`src/rtl/dpc_pkg.sv`:
```
// Shared definitions for the DPC defect-insertion sequencer: entry layout, FSM encoding, defaults.
// Latency: none (types, constants and constant functions only).
// Backpressure: not applicable.
package dpc_pkg;

   localparam int RAW_CIIW_DEF  = 10;
   localparam int STEP_WTH_DEF  = 8;
   localparam int NUM_ENTRY_DEF = 8;
   localparam int FRM_CNT_DEF   = 8;

   // Packed entry layout, LSB first: vstep, hstep, clr_chg, mode
   function automatic int ent_wd(input int raw_w, input int step_w);
      return 1 + raw_w + 2 * step_w;
   endfunction

   function automatic int vstep_lsb();
      return 0;
   endfunction

   function automatic int hstep_lsb(input int step_w);
      return step_w;
   endfunction

   function automatic int clr_lsb(input int step_w);
      return 2 * step_w;
   endfunction

   function automatic int mode_bit(input int raw_w, input int step_w);
      return raw_w + 2 * step_w;
   endfunction

   localparam int ENT_WD_DEF = 1 + RAW_CIIW_DEF + 2 * STEP_WTH_DEF;

   typedef enum logic [1:0] {
      ST_IDLE = 2'd0,
      ST_ARM  = 2'd1,
      ST_RUN  = 2'd2,
      ST_DONE = 2'd3
   } seq_state_t;

endpackage

```
`src/rtl/dpc_ins_tbl.sv`:
```
// Configuration table: NUM_ENTRY x ENT_WD register file, one write port, one combinational read port.
// Latency: write visible on the cycle after the strobe; read is combinational.
// Backpressure: none; writes are always accepted, out-of-range addresses are dropped / read as zero.
module dpc_ins_tbl #(
   parameter int NUM_ENTRY = 8,
   parameter int ENT_WD    = 27,
   parameter int ENT_AW    = $clog2(NUM_ENTRY)
) (
   input  logic              clk,
   input  logic              rst_n,
   input  logic              wr,
   input  logic [ENT_AW-1:0] wr_addr,
   input  logic [ENT_WD-1:0] wr_data,
   input  logic [ENT_AW-1:0] rd_addr,
   output logic [ENT_WD-1:0] rd_data
);

   localparam logic [ENT_AW:0] DEPTH = (ENT_AW + 1)'(NUM_ENTRY);

   logic [ENT_WD-1:0] mem [NUM_ENTRY];

   // Table storage: cleared on reset, written on strobe in any sequencer state
   always_ff @(posedge clk or negedge rst_n) begin
      if (!rst_n) begin
         for (int i = 0; i < NUM_ENTRY; i++) begin
            mem[i] <= '0;
         end
      end else if (wr && ({1'b0, wr_addr} < DEPTH)) begin
         mem[wr_addr] <= wr_data;
      end
   end

   // Combinational read, guarded for non-power-of-two depths
   always_comb begin
      rd_data = '0;
      if ({1'b0, rd_addr} < DEPTH) begin
         rd_data = mem[rd_addr];
      end
   end

endmodule

```
`src/rtl/dpc_ins_seq.sv`:
```
// Frame-synchronous sequencer: steps a config table, updating insertion shadows only at frame start.
// Latency: shadows and o_cfg_upd update on the clock edge that samples i_vstr high.
// Backpressure: none; i_vstr is never stalled. Optional DPC_INS_SEQ_STAT_EN adds o_frm_lines.
module dpc_ins_seq
   import dpc_pkg::*;
#(
   parameter int RAW_CIIW    = RAW_CIIW_DEF,
   parameter int STEP_WTH    = STEP_WTH_DEF,
   parameter int NUM_ENTRY   = NUM_ENTRY_DEF,
   parameter int ENT_AW      = $clog2(NUM_ENTRY),
   parameter int FRM_CNT_WTH = FRM_CNT_DEF,
   parameter int ENT_WD      = 1 + RAW_CIIW + 2 * STEP_WTH
) (
   input  logic                   clk,
   input  logic                   rst_n,
   input  logic                   i_vstr,
   input  logic                   i_hstr,
   input  logic                   r_tbl_wr,
   input  logic [ENT_AW-1:0]      r_tbl_addr,
   input  logic [ENT_WD-1:0]      r_tbl_wdata,
   input  logic [ENT_AW:0]        r_num_entry,
   input  logic [FRM_CNT_WTH-1:0] r_frm_per_entry,
   input  logic                   r_seq_loop,
   input  logic                   r_seq_start,
   input  logic                   r_seq_stop,
   output logic                   o_mode_sel,
   output logic [RAW_CIIW-1:0]    o_clr_chg,
   output logic [STEP_WTH-1:0]    o_hstep,
   output logic [STEP_WTH-1:0]    o_vstep,
   output logic                   o_ins_en,
   output logic                   o_cfg_upd,
   output logic [ENT_AW-1:0]      o_entry_idx,
   output logic                   o_seq_busy,
   output logic                   o_seq_done,
   output logic                   o_ent_skip
`ifdef DPC_INS_SEQ_STAT_EN
   ,
   output logic [15:0]            o_frm_lines
`endif
);

   localparam int VSTEP_LSB = vstep_lsb();
   localparam int HSTEP_LSB = hstep_lsb(STEP_WTH);
   localparam int CLR_LSB   = clr_lsb(STEP_WTH);
   localparam int MODE_BIT  = mode_bit(RAW_CIIW, STEP_WTH);
   localparam logic [ENT_AW:0] NUM_MAX = (ENT_AW + 1)'(NUM_ENTRY);

   seq_state_t             state;
   logic                   stop_pend;
   logic [FRM_CNT_WTH-1:0] frm_cnt;

   logic [ENT_AW:0]        num_eff;
   logic [ENT_AW:0]        num_last;
   logic [FRM_CNT_WTH-1:0] frm_max;
   logic [ENT_AW-1:0]      ld_idx;
   logic [ENT_WD-1:0]      ent_dat;
   logic                   ent_mode;
   logic [RAW_CIIW-1:0]    ent_clr;
   logic [STEP_WTH-1:0]    ent_h;
   logic [STEP_WTH-1:0]    ent_v;
   logic                   ent_vld;
   logic                   has_next;
   logic                   load_ent;
   logic                   end_seq;
   logic                   cnt_inc;

   dpc_ins_tbl #(
      .NUM_ENTRY (NUM_ENTRY),
      .ENT_WD    (ENT_WD),
      .ENT_AW    (ENT_AW)
   ) u_tbl (
      .clk     (clk),
      .rst_n   (rst_n),
      .wr      (r_tbl_wr),
      .wr_addr (r_tbl_addr),
      .wr_data (r_tbl_wdata),
      .rd_addr (ld_idx),
      .rd_data (ent_dat)
   );

   assign ent_mode = ent_dat[MODE_BIT];
   assign ent_clr  = ent_dat[CLR_LSB +: RAW_CIIW];
   assign ent_h    = ent_dat[HSTEP_LSB +: STEP_WTH];
   assign ent_v    = ent_dat[VSTEP_LSB +: STEP_WTH];
   assign ent_vld  = (ent_h != '0) && (ent_v != '0);

   // Effective table size and per-entry frame limit (count saturates, zero frames means one)
   always_comb begin
      num_eff  = (r_num_entry > NUM_MAX) ? NUM_MAX : r_num_entry;
      num_last = (num_eff == '0) ? '0 : num_eff - 1'b1;
      frm_max  = (r_frm_per_entry == '0) ? '0 : r_frm_per_entry - 1'b1;
      has_next = ({1'b0, o_entry_idx} < num_last);
   end

   // Frame-boundary decision: which entry to fetch and whether to load, count or finish
   always_comb begin
      ld_idx   = '0;
      load_ent = 1'b0;
      end_seq  = 1'b0;
      cnt_inc  = 1'b0;
      if (state == ST_RUN && has_next) begin
         ld_idx = o_entry_idx + 1'b1;
      end
      case (state)
         ST_ARM: begin
            load_ent = i_vstr && !r_seq_stop;
         end
         ST_RUN: begin
            if (i_vstr) begin
               if (stop_pend) begin
                  end_seq = 1'b1;
               end else if (frm_cnt < frm_max) begin
                  cnt_inc = 1'b1;
               end else if (has_next || r_seq_loop) begin
                  load_ent = 1'b1;
               end else begin
                  end_seq = 1'b1;
               end
            end
         end
         default: begin
         end
      endcase
   end

   // Sequencer FSM with registered shadow, status and handshake outputs
   always_ff @(posedge clk or negedge rst_n) begin
      if (!rst_n) begin
         state       <= ST_IDLE;
         stop_pend   <= 1'b0;
         frm_cnt     <= '0;
         o_mode_sel  <= 1'b0;
         o_clr_chg   <= '0;
         o_hstep     <= '0;
         o_vstep     <= '0;
         o_ins_en    <= 1'b0;
         o_cfg_upd   <= 1'b0;
         o_entry_idx <= '0;
         o_seq_busy  <= 1'b0;
         o_seq_done  <= 1'b0;
         o_ent_skip  <= 1'b0;
      end else begin
         o_cfg_upd  <= 1'b0;
         o_seq_done <= 1'b0;

         if (load_ent) begin
            o_mode_sel  <= ent_mode;
            o_clr_chg   <= ent_clr;
            o_hstep     <= ent_h;
            o_vstep     <= ent_v;
            o_ins_en    <= ent_vld;
            o_entry_idx <= ld_idx;
            o_cfg_upd   <= 1'b1;
            frm_cnt     <= '0;
            if (!ent_vld) begin
               o_ent_skip <= 1'b1;
            end
         end

         if (cnt_inc) begin
            frm_cnt <= frm_cnt + 1'b1;
         end

         case (state)
            ST_IDLE: begin
               if (r_seq_start && (num_eff != '0) && !r_seq_stop) begin
                  state       <= ST_ARM;
                  o_seq_busy  <= 1'b1;
                  o_ent_skip  <= 1'b0;
                  o_entry_idx <= '0;
                  frm_cnt     <= '0;
                  stop_pend   <= 1'b0;
               end
            end
            ST_ARM: begin
               if (r_seq_stop) begin
                  state      <= ST_IDLE;
                  o_seq_busy <= 1'b0;
                  o_seq_done <= 1'b1;
               end else if (i_vstr) begin
                  state <= ST_RUN;
               end
            end
            ST_RUN: begin
               if (end_seq) begin
                  o_ins_en   <= 1'b0;
                  o_cfg_upd  <= 1'b1;
                  o_seq_busy <= 1'b0;
                  o_seq_done <= 1'b1;
                  stop_pend  <= 1'b0;
                  state      <= ST_DONE;
               end else if (r_seq_stop) begin
                  stop_pend <= 1'b1;
               end
            end
            default: begin
               state <= ST_IDLE;
            end
         endcase
      end
   end

`ifdef DPC_INS_SEQ_STAT_EN
   logic [15:0] line_cnt;

   // Lines-per-frame statistic: latched at each frame start, counter restarts and saturates
   always_ff @(posedge clk or negedge rst_n) begin
      if (!rst_n) begin
         line_cnt    <= '0;
         o_frm_lines <= '0;
      end else if (i_vstr) begin
         o_frm_lines <= line_cnt;
         line_cnt    <= i_hstr ? 16'd1 : 16'd0;
      end else if (i_hstr && line_cnt != 16'hFFFF) begin
         line_cnt <= line_cnt + 16'd1;
      end
   end
`else
   logic unused_hstr;
   assign unused_hstr = i_hstr;
`endif

endmodule

```
`config.mk`:
```
export PLATFORM = sky130hd
export DESIGN_NAME = dpc_ins_seq
export DESIGN_NICKNAME = d
export VERILOG_FILES = /design/src/rtl/dpc_pkg.sv /design/src/rtl/dpc_ins_tbl.sv /design/src/rtl/dpc_ins_seq.sv
export SDC_FILE = /design/constraint.sdc
export NUM_CORES = 1
export LEC_CHECK = 0
export ABC_CLOCK_PERIOD_IN_PS = 4400
export CAP_MARGIN = 10
export CORE_MARGIN = 2
export CORE_UTILIZATION = 58
export CTS_CLUSTER_SIZE = 12
export DETAILED_ROUTE_END_ITERATION = 8
export HOLD_SLACK_MARGIN = 0.03
export PLACE_DENSITY = 0.89
export SLEW_MARGIN = 25
export SYNTH_ARGS = -nofsm -noshare
export SYNTH_HDL_FRONTEND = slang
export SYNTH_HIERARCHICAL = 1
export SYNTH_SLANG_ARGS = --single-unit
export TNS_END_PERCENT = 5
```
`constraint.sdc`:
```
create_clock -name clk -period 4.4 [get_ports clk]
set_clock_uncertainty 0.05 [all_clocks]
set_input_delay 1.1 -clock clk [delete_from_list [all_inputs] [get_ports clk]]
set_output_delay 1.1 -clock clk [all_outputs]
set_load 0.02 [all_outputs]
```
==> metrics.md, run 1 <==
| Metric | Value |
|---|---|
| Status | `complete, no violations` |
| Max-cap violations | `0` |
| Iteration-0 DRC count of the detailed router | `~480` |
| Largest net degree at the start of global routing | `between 100 and 150` |
| Routability cong. | `0.8766` |
| Clock sink count | `262` |
| EDFF count, synth | `0` |
| Hold Fails Final Rpt | `0` |
| TritonCTS Buffers | `26` |
| Post-layout nets | `~1k` |
| First-pass GRT wire length | `~46 mm` |
| Final min period | `around 4.4 ns` |
| Worst-path maximum fanout | `8` |
| Commonest non-fill, non-tap cell in the layout | `dfrtp_1` |
| Vias in the first global route | `about 8.3k` |
| Worst setup EP type | `register` |
| Leakage Power | `0.006439 uW` |
| Die ar. | `about 23000 um^2` |
| Tcrit/Tclk final | `0.9959` |
| Die height | `~150 um` |
| Detailed Route WL | `just under 30 mm` |
| Hold_buf cts | `0` |
| GRT Residual Overflow | `0` |
| Hold_ws | `0.4488 ns` |
| VDD IR-drop max | `0.4319 mV` |
| Design area | `14960 um^2` |
| Layout cells sized above 1 | `0.4869` |
| Final worst-path setup slack | `roughly 0.018 ns` |
| Vias | `7650` |
| Post-synthesis sequential area ratio | `0.5276` |
| Synthesis Warnings | `6` |
| Required time of the critical path | `approximately 4.8 ns` |
| Mapped Area | `about 12000 um^2` |
| Setup Viol. Count Final | `0` |
| Initial antenna violation count | `0` |
| Clk buf depth | `3` |
| PnR Total Power | `roughly 8200 uW` |
| CP Class | `input pin to register` |
| Detailed Place HPWL | `16.84 mm` |
| Clock Tree Root | `clkbuf_16` |
| Core Region | `about 21000 um^2` |
| Crit path DAT | `4.75 ns` |
| CTS tree | `built` |
| DRC Markers | `0` |
| Async S/R FF share, synth | `1.000` |
| Post-Syn Area per Cell | `15.49 um^2` |
| Post-synth top area share | `0.5276` |
| Initial Util | `0.5911` |
| Placement Cell Area | `around 14000 um^2` |
| Die Wd | `~150 um` |
| Post-synth cell types | `58` |
| Critical path launch point type | `input pin` |
| Worst-Margin Slew | `slightly below 0.7 ns` |
| Pre-CTS setup slack | `-0.8542 ns` |
| Most frequent cells in the layout | `262 x dfrtp_1, 238 x mux2_2, 78 x clkdlybuf4s50_1` |
| I/O pins | `85` |
| H-tree lvl count | `1` |
| Clk slew on worst S/H paths | `around 0.06 ns` |
| Synth Flop Type | `dfrtp_1` |
| Syn_nets | `between 800 and 900` |
| Drt via density | `6.214` |
| Worst min path class | `register to register` |
| Ranking of synthesized cells by area | `dfrtp_1 53%, mux2_2 22%, mux4_2 9.8%, mux2_4 3.3%, ha_1 1.6%` |
| Row count | `53` |
| Yosys top cell by area | `dfrtp_1` |
| Pwr dens | `about 550 nW/um^2` |
| Setup total negative slack | `0 ns` |
| FF+latch count, synth | `around 260` |
| Slew margin rel. | `0.5374` |
| WL/cell | `23.96 um` |
| Clock Latency Late Sink | `about 0.52 ns` |
| Final Max Tran Viols | `0` |
| Total GRT Usage | `0.2655` |
| Mapped Cells | `approximately 800` |
| Max Fclk | `about 0.23 GHz` |
| IO Port Bufs | `83` |
| ANT nets after route | `0` |
| Area delta synth->final | `20.42%` |
| Drt pass-1 iters | `4` |
[state kept, by name, summed over array words and instances, names as in the netlist, 2 cells and up]
| register | count |
|---|---|
| frm_cnt | 8 |
| state | 2 |
| u_tbl/mem | 216 |
| o_vstep | 8 |
| o_entry_idx | 3 |
| o_clr_chg | 10 |
| o_hstep | 8 |
[cell usage after synthesis, drive strengths merged, types with 6 or more instances]
cell type	instances
nand2	12
nand3	17
inv	13
a21oi	9
nor2	12
buf	40
a31oi	8
mux2	271
mux4	54
ha	16
mux2i	6
nor3	7
dfrtp	262
[per-stage QoR]
stage          cells    util
2_1_floorplan    802       -
3_3_place_gp    1183  0.6653
3_5_place_dp    1183  0.6653
4_1_cts         1228  0.7092
5_1_grt         1230  0.7117
6_report        1231  0.7118
[worst max-delay path: stages]
cell,delay (ns)
clkdlybuf4s15_1,0.19
or2_4,0.28
nor2_4,0.11
a211oi_2,0.05
ha_1,0.32
o311ai_4,0.09
a21boi_4,0.11
nor3_4,0.17
buf_6,0.15
buf_12,0.14
mux4_2,0.50
mux2_4,0.30
or4_4,0.57
nor2_4,0.20
a21oi_4,0.06
mux2_4,0.28
o21a_1,0.10
[cells by family (layout without fill, tap and decap cells)]
family | count (synthesis) | in the layout | synth area share
DFF | 262 | 262 | 0.5276
buffers and inverters | 57 | 210 | 0.02658
xor gates and xnor gates | 5 | 5 | 0.003525
and+or+nand+nor | 87 | 87 | 0.04400
AOI/OAI and AO/OA | 44 | 44 | 0.02568
other | 0 | 1 | 0
adders and majority gates | 16 | 16 | 0.01611
muxes | 331 | 331 | 0.3565
[area by class of cell]
| cell class | instances | area, um^2 |
|---|---|---|
| Fill cell | 1254 | 6058 |
| Sequential cell | 262 | 6556 |
| Inverter | 13 | 48.80 |
| Antenna cell | 1 | 2.502 |
| Multi-Input combinational cell | 483 | 5718 |
| Clock buffer | 36 | 759.5 |
| Tap cell | 275 | 344.1 |
| Timing Repair Buffer | 161 | 1534 |
[final timing paths]
path	start	endpoint	slack (ns)	cells past startpoint
setup / recovery	r_num_entry[0]	o_ins_en$_DFF_PN0_	0.02	17
hold / removal	u_tbl/mem[33]$_DFFE_PN0P_	u_tbl/mem[33]$_DFFE_PN0P_	0.45	1
setup reg to reg	state[0]$_DFFE_PN0P_	o_ins_en$_DFF_PN0_	0.75	13
hold reg to reg	u_tbl/mem[33]$_DFFE_PN0P_	u_tbl/mem[33]$_DFFE_PN0P_	0.45	1
max in group asynchronous	rst_n	u_tbl/mem[106]$_DFFE_PN0P_	2.71	2
min in group asynchronous	rst_n	u_tbl/mem[153]$_DFFE_PN0P_	0.53	1
[where the power goes]
group / internal [uW] / total (uW) / switching, uW
combinational: 1590 / 2720 / 1130
sequential: 3010 / 3400 / 388
clock: 1180 / 2050 / 868
[repair_timing]
item | in CTS | in global routing
setup endpoints to repair | 2 | 7
pin swaps | 7 | 10
buffers inserted | 7 | 5
gates resized for setup | 18 | 18
cloned | 2 | 0
[per-layer routing]
| layer | vias to the layer above | routed length, um | track usage |
|---|---|---|---|
| met5 | - | 0 | 0 |
| met4 | 0 | 960 | 0.09198 |
| met3 | 84 | 1431 | 0.03758 |
| met2 | 228 | 14970 | 0.4495 |
| met1 | 4053 | 12130 | 0.3551 |
| li1 | 3285 | - | - |
Note: power is estimated with default switching activity, not from simulation.
==> run 2, diff against run 1 <==
--- a/config.mk
+++ b/config.mk
@@ -7,7 +7,7 @@
 export LEC_CHECK = 0
 export ABC_CLOCK_PERIOD_IN_PS = 4400
 export CAP_MARGIN = 10
-export CORE_MARGIN = 2
+export CORE_MARGIN = 10
 export CORE_UTILIZATION = 58
 export CTS_CLUSTER_SIZE = 12
 export DETAILED_ROUTE_END_ITERATION = 8
==> run 2 against run 1 <==
Effect of this change:
- design area barely moved
- die area rose by 22%
- core utilization barely moved
- power down 0.31%
- hold slack better by 0.0021 ns
- combinational power hardly changed
- largest power group unchanged
==> metrics.md, run 2 (synthesis results as in run 1) <==
| Metric | Value |
|---|---|
| Pwr dens | `~540 nW/um^2` |
| Iteration-0 DRC count of the detailed router | `468` |
| Setup Viol. Count Final | `0` |
| Initial antenna violation count | `1` |
| Largest net degree at the start of global routing | `99` |
| Comb power frac | `0.333` |
| Hold_ws | `~0.45 ns` |
| Detailed Place HPWL | `16.75 mm` |
| Max Fclk | `between 0.2 and 0.25 GHz` |
| CTS tree | `built` |
| Routability cong. | `0.9114` |
| Clock Tree Root | `clkbuf_16` |
| Detailed Route WL | `28.97 mm` |
| NetSw | `between 2000 and 2500 uW` |
| Tcrit/Tclk final | `0.9999` |
| Design area | `14960 um^2` |
| Clock power share | `0.251` |
| Worst-Margin Slew | `slightly above 0.6 ns` |
| Cell-internal power | `slightly below 6000 uW` |
| H-tree lvl count | `1` |
| CP Class | `input pin to register` |
| Worst-path maximum fanout | `6` |
| I/O pins | `85` |
| Max reg flops | `216` |
| Row count | `53` |
| Max-cap violations | `0` |
| IO Port Bufs | `83` |
| Crit path DAT | `around 4.8 ns` |
| Critical path launch point type | `input pin` |
| Slew margin rel. | `0.5828` |
| Sw frac | `0.2909` |
| Drt pass-1 iters | `5` |
| Initial Util | `0.5911` |
| Leakage Power | `about 0.0064 uW` |
| Vias in the first global route | `~8.2k` |
| ANT nets after route | `0` |
| Area delta synth->final | `20.36%` |
| Die Wd | `between 150 and 200 um` |
| Clk buf depth | `3` |
| Core Region | `roughly 21000 um^2` |
| Largest registers | `u_tbl/mem x216, o_clr_chg x10` |
| Die ar. | `27680 um^2` |
| GRT Residual Overflow | `0` |
| Worst setup EP type | `register` |
| WL/cell | `around 23 um` |
| Most frequent cells in the layout | `262 x dfrtp_1, 237 x mux2_2, 78 x clkdlybuf4s50_1` |
| Largest register by flop count | `u_tbl/mem` |
| Final Max Tran Viols | `0` |
| Vias | `between 7k and 8k` |
| VDD IR-drop max | `roughly 0.46 mV` |
| Post-layout nets | `approximately 1.0k` |
| Status | `complete, no violations` |
| Required time of the critical path | `between 4 and 5 ns` |
| Drt via density | `just over 6` |
| Clk slew on worst S/H paths | `about 0.060 ns` |
| TritonCTS Buffers | `27` |
| Clock sink count | `262` |
| Total GRT Usage | `0.2036` |
| Final min period | `4.399 ns` |
| Sequential share of power | `0.416` |
| First-pass GRT wire length | `~46 mm` |
| Commonest non-fill, non-tap cell in the layout | `dfrtp_1` |
| DRC Markers | `0` |
| Worst min path class | `register to register` |
| Layout cells sized above 1 | `0.4838` |
| Placement Cell Area | `between 10000 and 15000 um^2` |
| Hold Fails Final Rpt | `0` |
| Die height | `~170 um` |
| Clock Latency Late Sink | `between 0.5 and 0.6 ns` |
## run 2: cell types whose count changed in the layout (fill, tap and decap cells not counted), moves of 2 or more
cell,before,now
buf_4,67,61
buf_6,3,5
clkbuf_1,4,6
clkbuf_8,5,3
clkinv_2,0,3
## run 2: per-stage QoR
| step | worst slack, ns | total power [uW] | utilization | std cells | setup TNS (ns) |
|---|---|---|---|---|---|
| 6_report | 0.0005418 | 8145 | 0.7114 | 1233 | 0 |
| 3_3_place_gp | -0.7228 | 5808 | 0.6641 | 1178 | -3.575 |
| 3_5_place_dp | -0.8680 | 5930 | 0.6641 | 1178 | -5.410 |
| 5_1_grt | -0.02978 | 8516 | 0.7114 | 1233 | -0.02978 |
| 2_1_floorplan | -0.04753 | 5032 | - | 802 | -0.04753 |
| 4_1_cts | 0.02306 | 8169 | 0.7119 | 1232 | 0 |
## run 2: final timing paths
path | from | cells after the start | slack [ns] | endpoint
setup / recovery | r_num_entry[0] | 17 | 0.0005 | o_ins_en$_DFF_PN0_
hold / removal | u_tbl/mem[72]$_DFFE_PN0P_ | 1 | 0.45 | u_tbl/mem[72]$_DFFE_PN0P_
setup reg to reg | o_entry_idx[0]$_DFF_PN0_ | 12 | 0.69 | o_ins_en$_DFF_PN0_
hold reg to reg | u_tbl/mem[72]$_DFFE_PN0P_ | 1 | 0.45 | u_tbl/mem[72]$_DFFE_PN0P_
max in group asynchronous | rst_n | 2 | 2.92 | u_tbl/mem[176]$_DFFE_PN0P_
min in group asynchronous | rst_n | 1 | 0.50 | u_tbl/mem[87]$_DFFE_PN0P_
## run 2: power by group through the flow
stage | registers, uW | clock network (uW) | logic, uW
floorplan | 3440 | 0 | 1600
finish | 3390 | 2050 | 2710
CTS | 3370 | 2070 | 2730
global route | 3450 | 2180 | 2890
detailed placement | 3390 | 0 | 2540
global placement | 3350 | 0 | 2460
## run 2: layer usage
| layer | share of wire | wire, um | vias up | global-route usage |
|---|---|---|---|---|
| li1 | - | - | 3297 | - |
| met1 | 0.42 | 12140 | 4023 | 0.2664 |
| met2 | 0.51 | 14840 | 206 | 0.3471 |
| met3 | 0.052 | 1516 | 40 | 0.03549 |
| met4 | 0.016 | 468 | 0 | 0.04506 |
| met5 | 0 | 0 | - | 0 |
## run 2: what timing repair did
item / 4_1_cts / 5_1_grt
setup buffers: 12 / 3
hold buffers: 0 / 0
endpoints found under the setup margin: 2 / 2
cloned: 2 / 0
pin swaps: 9 / 10
resized for setup: 24 / 10
hold endpoints to repair: 0 / 0
## run 2: layout make-up
| class | count | area (um^2) |
|---|---|---|
| Inverter | 13 | 48.80 |
| Clock inverter | 4 | 22.52 |
| Timing Repair Buffer | 159 | 1541 |
| Clock buffer | 36 | 739.5 |
| Fill cell | 1239 | 6066 |
| Sequential cell | 262 | 6556 |
| Tap cell | 275 | 344.1 |
| Multi-Input combinational cell | 483 | 5700 |
| Antenna cell | 1 | 2.502 |
## run 2: worst max-delay path: stages
cell             delay [ns]
clkdlybuf4s15_1        0.19
or2_4                  0.24
nor2_1                 0.09
a211oi_1               0.06
ha_1                   0.34
o311ai_4               0.10
a21boi_4               0.13
nor3_4                 0.24
buf_12                 0.18
buf_8                  0.13
mux4_2                 0.50
mux2_4                 0.29
or4_4                  0.52
nor2_4                 0.19
a21oi_4                0.06
mux2_4                 0.28
o21a_1                 0.10
